File: config.mk
export PLATFORM = sky130hd
export DESIGN_NAME = seg7_capture
export DESIGN_NICKNAME = d
export VERILOG_FILES = /design/src/rtl/seg7_capture.sv
export SDC_FILE = /design/constraint.sdc
export NUM_CORES = 1
export LEC_CHECK = 0
export ABC_AREA = 1
export CORE_ASPECT_RATIO = 2
export CORE_MARGIN = 10
export CORE_UTILIZATION = 59
export DETAILED_ROUTE_END_ITERATION = 12
export PLACE_DENSITY_LB_ADDON = 0.3
export SLEW_MARGIN = 20
export SYNTH_ARGS = -nofsm -noshare
export SYNTH_HDL_FRONTEND = slang
export SYNTH_SLANG_ARGS = --single-unit
File: constraint.sdc
create_clock -name clk -period 2.64 [get_ports clk]
set_clock_uncertainty 0.15 [all_clocks]
set_input_delay 0.528 -clock clk [delete_from_list [all_inputs] [get_ports clk]]
set_output_delay 0.528 -clock clk [all_outputs]
set_load 0.02 [all_outputs]
File: src/rtl/seg7_capture.sv
// seg7_capture: readback decoder for a two-digit, time-multiplexed, active-low
// 7-segment bus. Synchronises the bus, waits for each digit pattern to settle,
// decodes it to BCD, pairs tens with units and publishes the value with a
// one-cycle valid strobe. A stale flag reports a display that stopped refreshing.
//
// Handshake: none upstream (the display bus is free-running). Downstream,
// valid is a single-cycle strobe with no ready; value is held between strobes
// and is only meaningful in or after a valid cycle. changed only ever pulses
// together with valid. err pulses alone and never coincides with valid.
module seg7_capture #(
  parameter int STABLE_CNT = 4,
  parameter int TIMEOUT    = 1000000,
  parameter int CNT_W      = 20
) (
  input  logic       clk,
  input  logic       rst,
  input  logic [7:0] seg,
  input  logic [1:0] an,
  output logic [6:0] value,
  output logic       valid,
  output logic       changed,
  output logic       err,
  output logic       stale
);

  localparam int SC_W = $clog2(STABLE_CNT + 1);

  typedef enum logic [1:0] {
    HUNT     = 2'd0,
    GOT_TENS = 2'd1,
    EMIT     = 2'd2
  } state_t;

  // Synchroniser stages (reset to blank segments, no digit enabled)
  logic [7:0] seg_s1_q, seg_s2_q;
  logic [1:0] an_s1_q, an_s2_q;

  // Stability tracking
  logic [8:0]      prev_q, prev_d;
  logic [SC_W-1:0] stab_q, stab_d;

  // Frame assembly and outputs
  state_t          state_q, state_d;
  logic [3:0]      tens_q, tens_d;
  logic [3:0]      units_q, units_d;
  logic [6:0]      value_q, value_d;
  logic            valid_q, valid_d;
  logic            changed_q, changed_d;
  logic            err_q, err_d;
  logic            stale_q, stale_d;
  logic [CNT_W-1:0] tmo_q, tmo_d;

  // Combinational helpers
  logic [8:0] cur;
  logic       same;
  logic       sample;
  logic       is_tens;
  logic [3:0] dig;
  logic       dig_ok;
  logic       blank;
  logic       legal;
  logic [3:0] dval;
  logic [6:0] sum;

  // Two-flop synchronisers for the asynchronous display bus
  always_ff @(posedge clk) begin
    if (rst) begin
      seg_s1_q <= 8'hFF;
      seg_s2_q <= 8'hFF;
      an_s1_q  <= 2'b11;
      an_s2_q  <= 2'b11;
    end else begin
      seg_s1_q <= seg;
      seg_s2_q <= seg_s1_q;
      an_s1_q  <= an;
      an_s2_q  <= an_s1_q;
    end
  end

  // Stability counter, sample qualification and segment decode
  always_comb begin
    cur    = {seg_s2_q[7:1], an_s2_q};
    same   = (cur == prev_q);
    prev_d = cur;
    stab_d = stab_q;
    if (!same) begin
      stab_d = '0;
    end else if (stab_q != SC_W'(STABLE_CNT)) begin
      stab_d = stab_q + SC_W'(1);
    end
    // Fires once: in the cycle the counter steps up to STABLE_CNT
    sample  = same && (stab_q == SC_W'(STABLE_CNT - 1)) &&
              ((an_s2_q == 2'b01) || (an_s2_q == 2'b10));
    is_tens = (an_s2_q == 2'b01);

    dig    = 4'd0;
    dig_ok = 1'b1;
    blank  = 1'b0;
    case (seg_s2_q[7:1])
      7'b0000001: dig = 4'd0;
      7'b1001111: dig = 4'd1;
      7'b0010010: dig = 4'd2;
      7'b0000110: dig = 4'd3;
      7'b1001100: dig = 4'd4;
      7'b0100100: dig = 4'd5;
      7'b0100000: dig = 4'd6;
      7'b0001111: dig = 4'd7;
      7'b0000000: dig = 4'd8;
      7'b0000100: dig = 4'd9;
      7'b1111111: begin
        dig_ok = 1'b0;
        blank  = 1'b1;
      end
      default:    dig_ok = 1'b0;
    endcase
    // A blank tens digit is leading-zero suppression; a blank units digit is not
    legal = is_tens ? (dig_ok || blank) : dig_ok;
    dval  = blank ? 4'd0 : dig;
  end

  // Frame FSM next-state, output strobes and timeout counter
  always_comb begin
    state_d   = state_q;
    tens_d    = tens_q;
    units_d   = units_q;
    value_d   = value_q;
    valid_d   = 1'b0;
    changed_d = 1'b0;
    err_d     = 1'b0;
    sum       = 7'(tens_q) * 7'd10 + 7'(units_q);

    case (state_q)
      HUNT, GOT_TENS: begin
        if (sample) begin
          if (!legal) begin
            err_d   = 1'b1;
            state_d = HUNT;
          end else if (is_tens) begin
            tens_d  = dval;
            state_d = GOT_TENS;
          end else if (state_q == GOT_TENS) begin
            units_d = dval;
            state_d = EMIT;
          end
        end
      end
      EMIT: begin
        value_d   = sum;
        valid_d   = 1'b1;
        changed_d = (sum != value_q);
        state_d   = HUNT;
      end
      default: state_d = HUNT;
    endcase

    if (state_q == EMIT) begin
      tmo_d = '0;
    end else if (tmo_q == CNT_W'(TIMEOUT)) begin
      tmo_d = tmo_q;
    end else begin
      tmo_d = tmo_q + CNT_W'(1);
    end
    stale_d = (tmo_d == CNT_W'(TIMEOUT));
  end

  // State and output registers
  always_ff @(posedge clk) begin
    if (rst) begin
      prev_q    <= 9'h1FF;
      stab_q    <= '0;
      state_q   <= HUNT;
      tens_q    <= 4'd0;
      units_q   <= 4'd0;
      value_q   <= 7'd0;
      valid_q   <= 1'b0;
      changed_q <= 1'b0;
      err_q     <= 1'b0;
      stale_q   <= 1'b0;
      tmo_q     <= '0;
    end else begin
      prev_q    <= prev_d;
      stab_q    <= stab_d;
      state_q   <= state_d;
      tens_q    <= tens_d;
      units_q   <= units_d;
      value_q   <= value_d;
      valid_q   <= valid_d;
      changed_q <= changed_d;
      err_q     <= err_d;
      stale_q   <= stale_d;
      tmo_q     <= tmo_d;
    end
  end

  assign value   = value_q;
  assign valid   = valid_q;
  assign changed = changed_q;
  assign err     = err_q;
  assign stale   = stale_q;

endmodule

# [Word level (Yosys, flattened, before mapping)]
# Index checks and enable logic that the tools add are counted.
[op_classes] n_mul=1 n_reduce_logical=15 bitwise_logic=5 n_addsub=3 n_mux=12 eq_ne=21
[op_table] cell="$eq A20 B20 Y1 const B" count=2
[op_table] cell="$mux W20" count=2
[op_table] cell="$pmux W4 S9" count=1
[op_table] cell="$eq A7 B7 Y1 const B" count=3
[op_table] cell="$add A20 B1 Y20 const B" count=1
[op_table] cell="$eq A7 B3 Y1 const B" count=2
[op_table] cell="$eq A7 B6 Y1 const B" count=2
[op_table] cell="$reduce_or A10 Y1" count=1
[op_table] cell="$eq A9 B9 Y1" count=1
[op_table] cell="$reduce_or A2 Y1" count=4
[op_table] cell="$add A7 B4 Y7" count=1
[op_table] cell="$eq A7 B1 Y1 const B" count=1
[op_table] cell="$eq A7 B4 Y1 const B" count=1
[op_table] cell="$eq A7 B5 Y1 const B" count=1
[op_table] cell="$logic_not A7 Y1" count=1
[op_table] cell="$ne A7 B7 Y1" count=1
[op_table] cell="$mul A4 B3 Y6 const B" count=1
[op_table] cell="$mux W2" count=3
[op_table] cell="$mux W1" count=5
[op_table] cell="$not A1 Y1" count=5
[op_table] cell="$reduce_and A5 Y1" count=1
[op_table] cell="$eq A2 B1 Y1 const B" count=2
[op_table] cell="$eq A2 B2 Y1 const B" count=2
[op_table] cell="$mux W4" count=1
[op_table] cell="10 further kinds" count=12
[word_totals] in_bits=12 output_inout_bits=11 register_bits=73 wordCells=72

# [Logic depth before layout (Yosys ltp)]
# Gate-level depths: netlist (run 1).
[depth] word_depth=7 ltp_mapped=13 ltp_nobuf=13

# [Worst setup path after synthesis (run 1)]
# OpenSTA, ideal clock, no wires.
[synth_timing] kind="reg2reg" start="register tens_q[1]" end="register changed_q, in the netlist changed" setup_slack_ns=0.528 required_time_ns=2.366 stages_incl_launch_ff=10 t_arrival_ns=1.838 period_less_slack_ns=2.112 setup_ns=0.124 n_path_buf=0 cell_sequence="dfxtp_1 -> ha_1 -> ha_1 -> inv_1 -> fa_1 -> xor2_1 -> xor2_1 -> nand2_1 -> nor2_1 -> a21oi_1"
[synth_via] elab_chain_len=3
[synth_rtl] element="start, declared" line="44" source="logic [3:0] tens_q, tens_d;"
[synth_rtl] element="start signal, assigned" line="184" source="tens_q <= tens_d;"
[synth_rtl] element="$mul A4 B3 Y6" line="130" source="sum = 7'(tens_q) * 7'd10 + 7'(units_q);"
[synth_rtl] element="$add A7 B4 Y7" line="130"
[synth_rtl] element="$ne A7 B7 Y1" line="150" source="changed_d = (sum != value_q);"
[synth_rtl] element="end signal, assigned" line="188" source="changed_q <= changed_d;"
[synth_rtl] element="end, declared" line="48" source="logic changed_q, changed_d;"
# No other way between the ends.
# A chain may end at the register's enable or synchronous reset.

# [Worst setup path in the final report (run 1)]
# Same ends and word-level chain as after synthesis.

==> results.cfg, run 1 <==
[grt]
grtUsageTotal_pct = 18.6
antenna_found_initial = 0
grt.overflow.total = 0
grt_max_degree = 41
grt_pass1_vias = 3237
grt_pass1_wl_um = 13900

[setup_path]
path_cells = ha_1 -> ha_1 -> inv_1 -> fa_1 -> xor2_1 -> xor2_1 -> nand2_1 -> nor2_1 -> a21oi_1
crit_slowest_cell = fa_1
worstPathArrival_ns = 2.32
critPathMaxFanout = 3
worstSetupStartpointType = register
crit_type = register to register
r2r_end = changed$_SDFF_PP0_
crit_start = tens_q[1]$_SDFFE_PP0P_
worst_r2r_path_depth = 9
r2r_start = tens_q[1]$_SDFFE_PP0P_
crit_end = changed$_SDFF_PP0_
cp_slowest_stage_delay_ns = 0.46
end_kind = register
timing.reg2reg.setup_slack_ns = 0.38
cp.required_ns = 2.70

[sta]
rsz0062_at_grt = no
period_share_pct = 85.4
worst_pin_slew_ns = 0.442
hold_viol = 0
drv_slew = 0
fmax_mhz = 443
final.setup.tns_ns = 0
setup_viol = 0
slew-limit-headroom_pct = 70.5
setup_slack_ns = 0.385
finalCriticalPeriod_ns = 2.26

[final_layout]
synthToLayoutAreaGrowth_pct = 17.4
layout_common_cells = nand2_1, nor2_1, dfxtp_1, inv_1, nand3_1
nets = 553
insertedDiodeCount = 0
drive_gt1_share_pct = 13.3
seqCellArea_sq_um = 1420
multi_input_area_sq_um = 1900
final_common_cell = nand2_1
nFillCells = 503

[routing]
vias = 3155
via_per_inst = 5.30
wirelength_um = 8330
wl_per_cell_um = 14.0
detail-route-antenna-nets = 0
drt_first_pass_iters = 5
drt_iter0_drc = 210
drc = 0

[clock_network]
hold_buffers = 0
root_buffer = clkbuf_16
cts_tree = yes
path_clk_slew_ns = 0.06
clkSinkCount = 71
clock_latency_ns = 0.33
htree_num_levels = 3
cts_setup_buffers = 0
cts_buffers = 9
post_cts_resized = 0
cts_buffer_depth = 2

[die]
core_sq_um = 5960
start_util_pct = 59.9
die_w_um = 75.0
die_y_um = 130
die-area_sq_um = 9740
io_pins = 23
row_count = 40

[place]
portBuffers = 21
dpl.hpwl_um = 6170
dp_slack_ns = 0.372
place_congestion = 0.968

[pwr]
leakagePower_nw = 1.77
vdd_drop_max_mv = 0.408
power_density_nw_per_um2 = 625

[hold_path]
min_path_type = register to register

[run]
maxCapViolCount = 0

[run_status]
status = complete, no violations

[synthesis]
synthDominantCellAreaShare_pct = 39.9
synthCells = 500
yosys_warnings = 0
syn_area_sq_um = 3570
yosysTopAreaCell = dfxtp_1
synth_cell_type_count = 30
ys_ff_latch = 71
syn_avg_cell_area_sq_um = 7.13
ys_seq_area_share_pct = 39.9
netlist_top_cells_area = dfxtp_1, nand2_1, nor2_1
syn-num-nets = 526
critical path, delay by kind of cell (launching register included):
kind	cells	cell delay (ns)
buffers and inverters	1	0.06
xor gates and xnor gates	2	0.41
and+or+nand+nor	2	0.17
DFF	1	0.33
adders and majority gates	3	0.95
AOI/OAI and AO/OA	1	0.07
Yosys cell counts, drive strengths merged:
| library cell | n |
|---|---|
| nand2 | 119 |
| nor2 | 95 |
| dfxtp | 71 |
| inv | 58 |
| nand3 | 35 |
| or2 | 23 |
| a21oi | 16 |
| o21ai | 13 |
| ha | 12 |
| nor3 | 12 |
| xor2 | 12 |
| xnor2 | 8 |
| nand4 | 5 |
| clkbuf | 4 |
| buf | 3 |
| o21bai | 3 |
| fa | 2 |
| nand3b | 2 |
| nor4 | 2 |
| o22ai | 2 |
| a22o | 1 |
| a31oi | 1 |
| o21a | 1 |
power by group:
group,internal (mW),leakage (nW),switching (mW)
Combinational,0.0507,1.02,0.0629
Sequential,1.09,0.578,0.0173
Clock,0.925,0.166,0.464
Total,2.07,1.77,0.545
per-layer routing:
layer	global-route usage [%]	share of wire [%]	up-vias
met4	13.8	5.9	0
met5	0	0	-
met3	3.88	2.9	39
met2	35.4	57	72
met1	15.7	34	1421
li1	-	-	1623
logic make-up (layout without fill, tap and decap cells):
family	Yosys count	in the layout	synth area share [%]
fa+ha+maj	14	14	5.33
simple gates	293	293	37.3
flops	71	71	39.9
compound gates	37	37	5.68
xor+xnor	20	20	4.91
buf+inv	65	97	6.95
worst min path at each step:
stage	slack (ns)	to	depth (start not counted)	startpoint
6_report	0.25	seg_s2_q[5]$_SDFF_PP1_	1	seg_s1_q[5]$_SDFF_PP1_
5_1_grt	0.28	seg_s2_q[5]$_SDFF_PP1_	1	seg_s1_q[5]$_SDFF_PP1_
4_1_cts	0.26	seg_s2_q[5]$_SDFF_PP1_	1	seg_s1_q[5]$_SDFF_PP1_
3_5_place_dp	0.24	seg_s2_q[5]$_SDFF_PP1_	1	seg_s1_q[5]$_SDFF_PP1_
3_3_place_gp	0.24	seg_s2_q[7]$_SDFF_PP1_	1	seg_s1_q[7]$_SDFF_PP1_
2_1_floorplan	0.24	an_s2_q[0]$_SDFF_PP1_	1	an_s1_q[0]$_SDFF_PP1_
final cells by class:
| class | instances | area share [%] |
|---|---|---|
| tap | 63 | 1.88 |
| sequential | 71 | 34.0 |
| clock inverter | 7 | 2.87 |
| multi-input combinational | 364 | 45.3 |
| timing repair buffer | 23 | 5.38 |
| inverter | 58 | 5.20 |
| clock buffer | 9 | 5.38 |
sequential cells by signal, indices dropped and copies added (netlist names):
| name | flops |
|---|---|
| seg_s2_q | 7 |
| seg_s1_q | 7 |
| state_q | 2 |
| tmo_q | 20 |
| err | 1 |
| stab_q | 3 |
| stale | 1 |
| value | 7 |
| changed | 1 |
| units_q | 4 |
| an_s2_q | 2 |
| tens_q | 4 |
| valid | 1 |
| prev_q | 9 |
| an_s1_q | 2 |
per-stage QoR:
step,power (mW),utilization (%),instances,instance area [sq um],hold slack (ns)
finish,2.61,70.3,595,4190,0.254
global route,2.70,70.3,595,4190,0.281
CTS,2.64,70.3,595,4190,0.255
detailed placement,1.25,64.5,579,3840,0.243
global placement,1.24,64.5,579,3840,0.241
floorplan,1.21,-,500,3570,0.239
Power figures use the tool's default switching activity.
==> run 2, diff against run 1 <==
- CORE_MARGIN: 10 -> 2
==> run 2 against run 1 <==
The run now ends with DRC left. Register-to-register slack hardly changed. Sequential share of layout area is 0.12 points higher. Core utilization up 0.34 points. Wire length down 12%. Clock power down 6%. Critical path type unchanged. Largest power group unchanged. Highest routed layer unchanged.
==> results.cfg, run 2 (synthesis results as in run 1) <==
[routing]
drt_first_pass_iters = 8
drc = 2
detail-route-antenna-nets = 0
via_per_inst = 5.23
wirelength_um = 7360
vias = 3117
drt_iter0_drc = 139
wl_per_cell_um = 12.3

[setup_path]
critPathMaxFanout = 3
crit_start = tens_q[1]$_SDFFE_PP0P_
path_cells = ha_1 -> ha_1 -> inv_1 -> fa_1 -> xor2_1 -> xor2_1 -> nand2_1 -> nor2_1 -> a21oi_1
path_delay_family = adder cells
end_kind = register
crit_buf_inv = 1
crit_type = register to register
crit_slowest_cell = fa_1
worst_r2r_path_depth = 9
cp_slowest_stage_delay_ns = 0.45
worstPathArrival_ns = 2.31
timing.reg2reg.setup_slack_ns = 0.39
r2r_start = tens_q[1]$_SDFFE_PP0P_
crit_end = changed$_SDFF_PP0_
worstSetupStartpointType = register
cp.required_ns = 2.70
worst-path-stages = 9
r2r_end = changed$_SDFF_PP0_

[place]
portBuffers = 21
dp_cells = 580
place_congestion = 0.953
dpl.hpwl_um = 5220

[sta]
final.setup.tns_ns = 0
period_share_pct = 85.2
setup_viol = 0
slew-limit-headroom_pct = 71.5
fmax_mhz = 445
drv_slew = 0
finalCriticalPeriod_ns = 2.25
hold_viol = 0
worst_pin_slew_ns = 0.427
rsz0062_at_grt = no

[clock_network]
cts_buffers = 9
post_cts_resized = 0
cts_tree = yes
clock_latency_ns = 0.34
htree_num_levels = 3
root_buffer = clkbuf_16
hold_buffers = 0
path_clk_slew_ns = 0.06
cts_buffer_depth = 2
clkSinkCount = 71
cts_setup_buffers = 0

[die]
die-area_sq_um = 6720
die_w_um = 59.0
core_sq_um = 5910
die_y_um = 114
io_pins = 23
row_count = 40
start_util_pct = 60.4

[pwr]
vdd_drop_max_mv = 0.474
leakagePower_nw = 1.76
power_density_nw_per_um2 = 605

[grt]
grt_pass1_vias = 2930
grt.overflow.total = 0
antenna_found_initial = 0
grtUsageTotal_pct = 24.2
grt_max_degree = 27
grt_pass1_wl_um = 12400

[run_status]
status = complete, but fails checks
violations = DRC

[final_layout]
nets = 554
largest_register_ffs = 20
regMostFlops = tmo_q
synthToLayoutAreaGrowth_pct = 16.9
layout_common_cells = nand2_1, nor2_1, dfxtp_1, inv_1, nand3_1
reg_top3 = tmo_q x20, prev_q x9
insertedDiodeCount = 0
final_cells = 596
final_common_cell = nand2_1
drive_gt1_share_pct = 13.3

[run]
maxCapViolCount = 0

[hold_path]
min_path_type = register to register
run 2: area by class of cell:
type / instances / area (sq um)
Fill cell: 488 / 1740
Clock inverter: 6 / 93.8
Tap cell: 63 / 78.8
Timing Repair Buffer: 24 / 233
Sequential cell: 71 / 1420
Inverter: 58 / 218
Clock buffer: 10 / 229
Multi-Input combinational cell: 364 / 1900
run 2: metrics by stage:
step           setup WS (ns)  hold WS [ns]  utilization (%)  total power [mW]  area [sq um]
6_report               0.391         0.255             70.6              2.52          4170
5_1_grt                0.242         0.264             70.6              2.60          4170
4_1_cts                0.389         0.256             70.6              2.54          4170
3_5_place_dp           0.402         0.243             65.1              1.25          3850
3_3_place_gp           0.410         0.241             65.1              1.24          3850
2_1_floorplan          0.528         0.239                -              1.21          3570
run 2: power by group:
group          switching, mW  leakage (nW)  internal (mW)
logic                 0.0637          1.03         0.0516
registers             0.0161         0.578           1.09
clock network          0.466         0.153          0.833
run 2: per-layer routing:
| layer | vias to the layer above | part of all wire [%] | routed length [um] | global-route usage, % |
|---|---|---|---|---|
| met2 | 67 | 49 | 3570 | 38.3 |
| li1 | 1628 | - | - | - |
| met3 | 24 | 4.7 | 343 | 6.69 |
| met4 | 0 | 3.7 | 275 | 12.7 |
| met1 | 1398 | 43 | 3170 | 29.1 |
| met5 | - | 0 | 0 | 0 |
run 2: worst min-delay path by stage:
stage | slack (ns) | from | depth (start not counted) | to
finish | 0.25 | seg_s1_q[6]$_SDFF_PP1_ | 1 | seg_s2_q[6]$_SDFF_PP1_
CTS | 0.26 | seg_s1_q[6]$_SDFF_PP1_ | 1 | seg_s2_q[6]$_SDFF_PP1_
global route | 0.26 | an_s1_q[1]$_SDFF_PP1_ | 1 | an_s2_q[1]$_SDFF_PP1_
floorplan | 0.24 | an_s1_q[0]$_SDFF_PP1_ | 1 | an_s2_q[0]$_SDFF_PP1_
global placement | 0.24 | seg_s1_q[1]$_SDFF_PP1_ | 1 | seg_s2_q[1]$_SDFF_PP1_
detailed placement | 0.24 | seg_s1_q[6]$_SDFF_PP1_ | 1 | seg_s2_q[6]$_SDFF_PP1_
run 2: worst register-to-register path, delay by kind of cell (launching register included):
family | cells | cell delay (ns)
AOI/OAI and AO/OA | 1 | 0.07
xor gates and xnor gates | 2 | 0.41
DFF | 1 | 0.33
buffers and inverters | 1 | 0.06
adders and majority gates | 3 | 0.94
and+or+nand+nor | 2 | 0.17
==> run 3, diff against run 2 <==
- SETUP_SLACK_MARGIN: default -> 0.15
- TNS_END_PERCENT: default -> 5
==> results of run 3 <==
No change in the layout: final DEF, timing and power equal those of run 2.
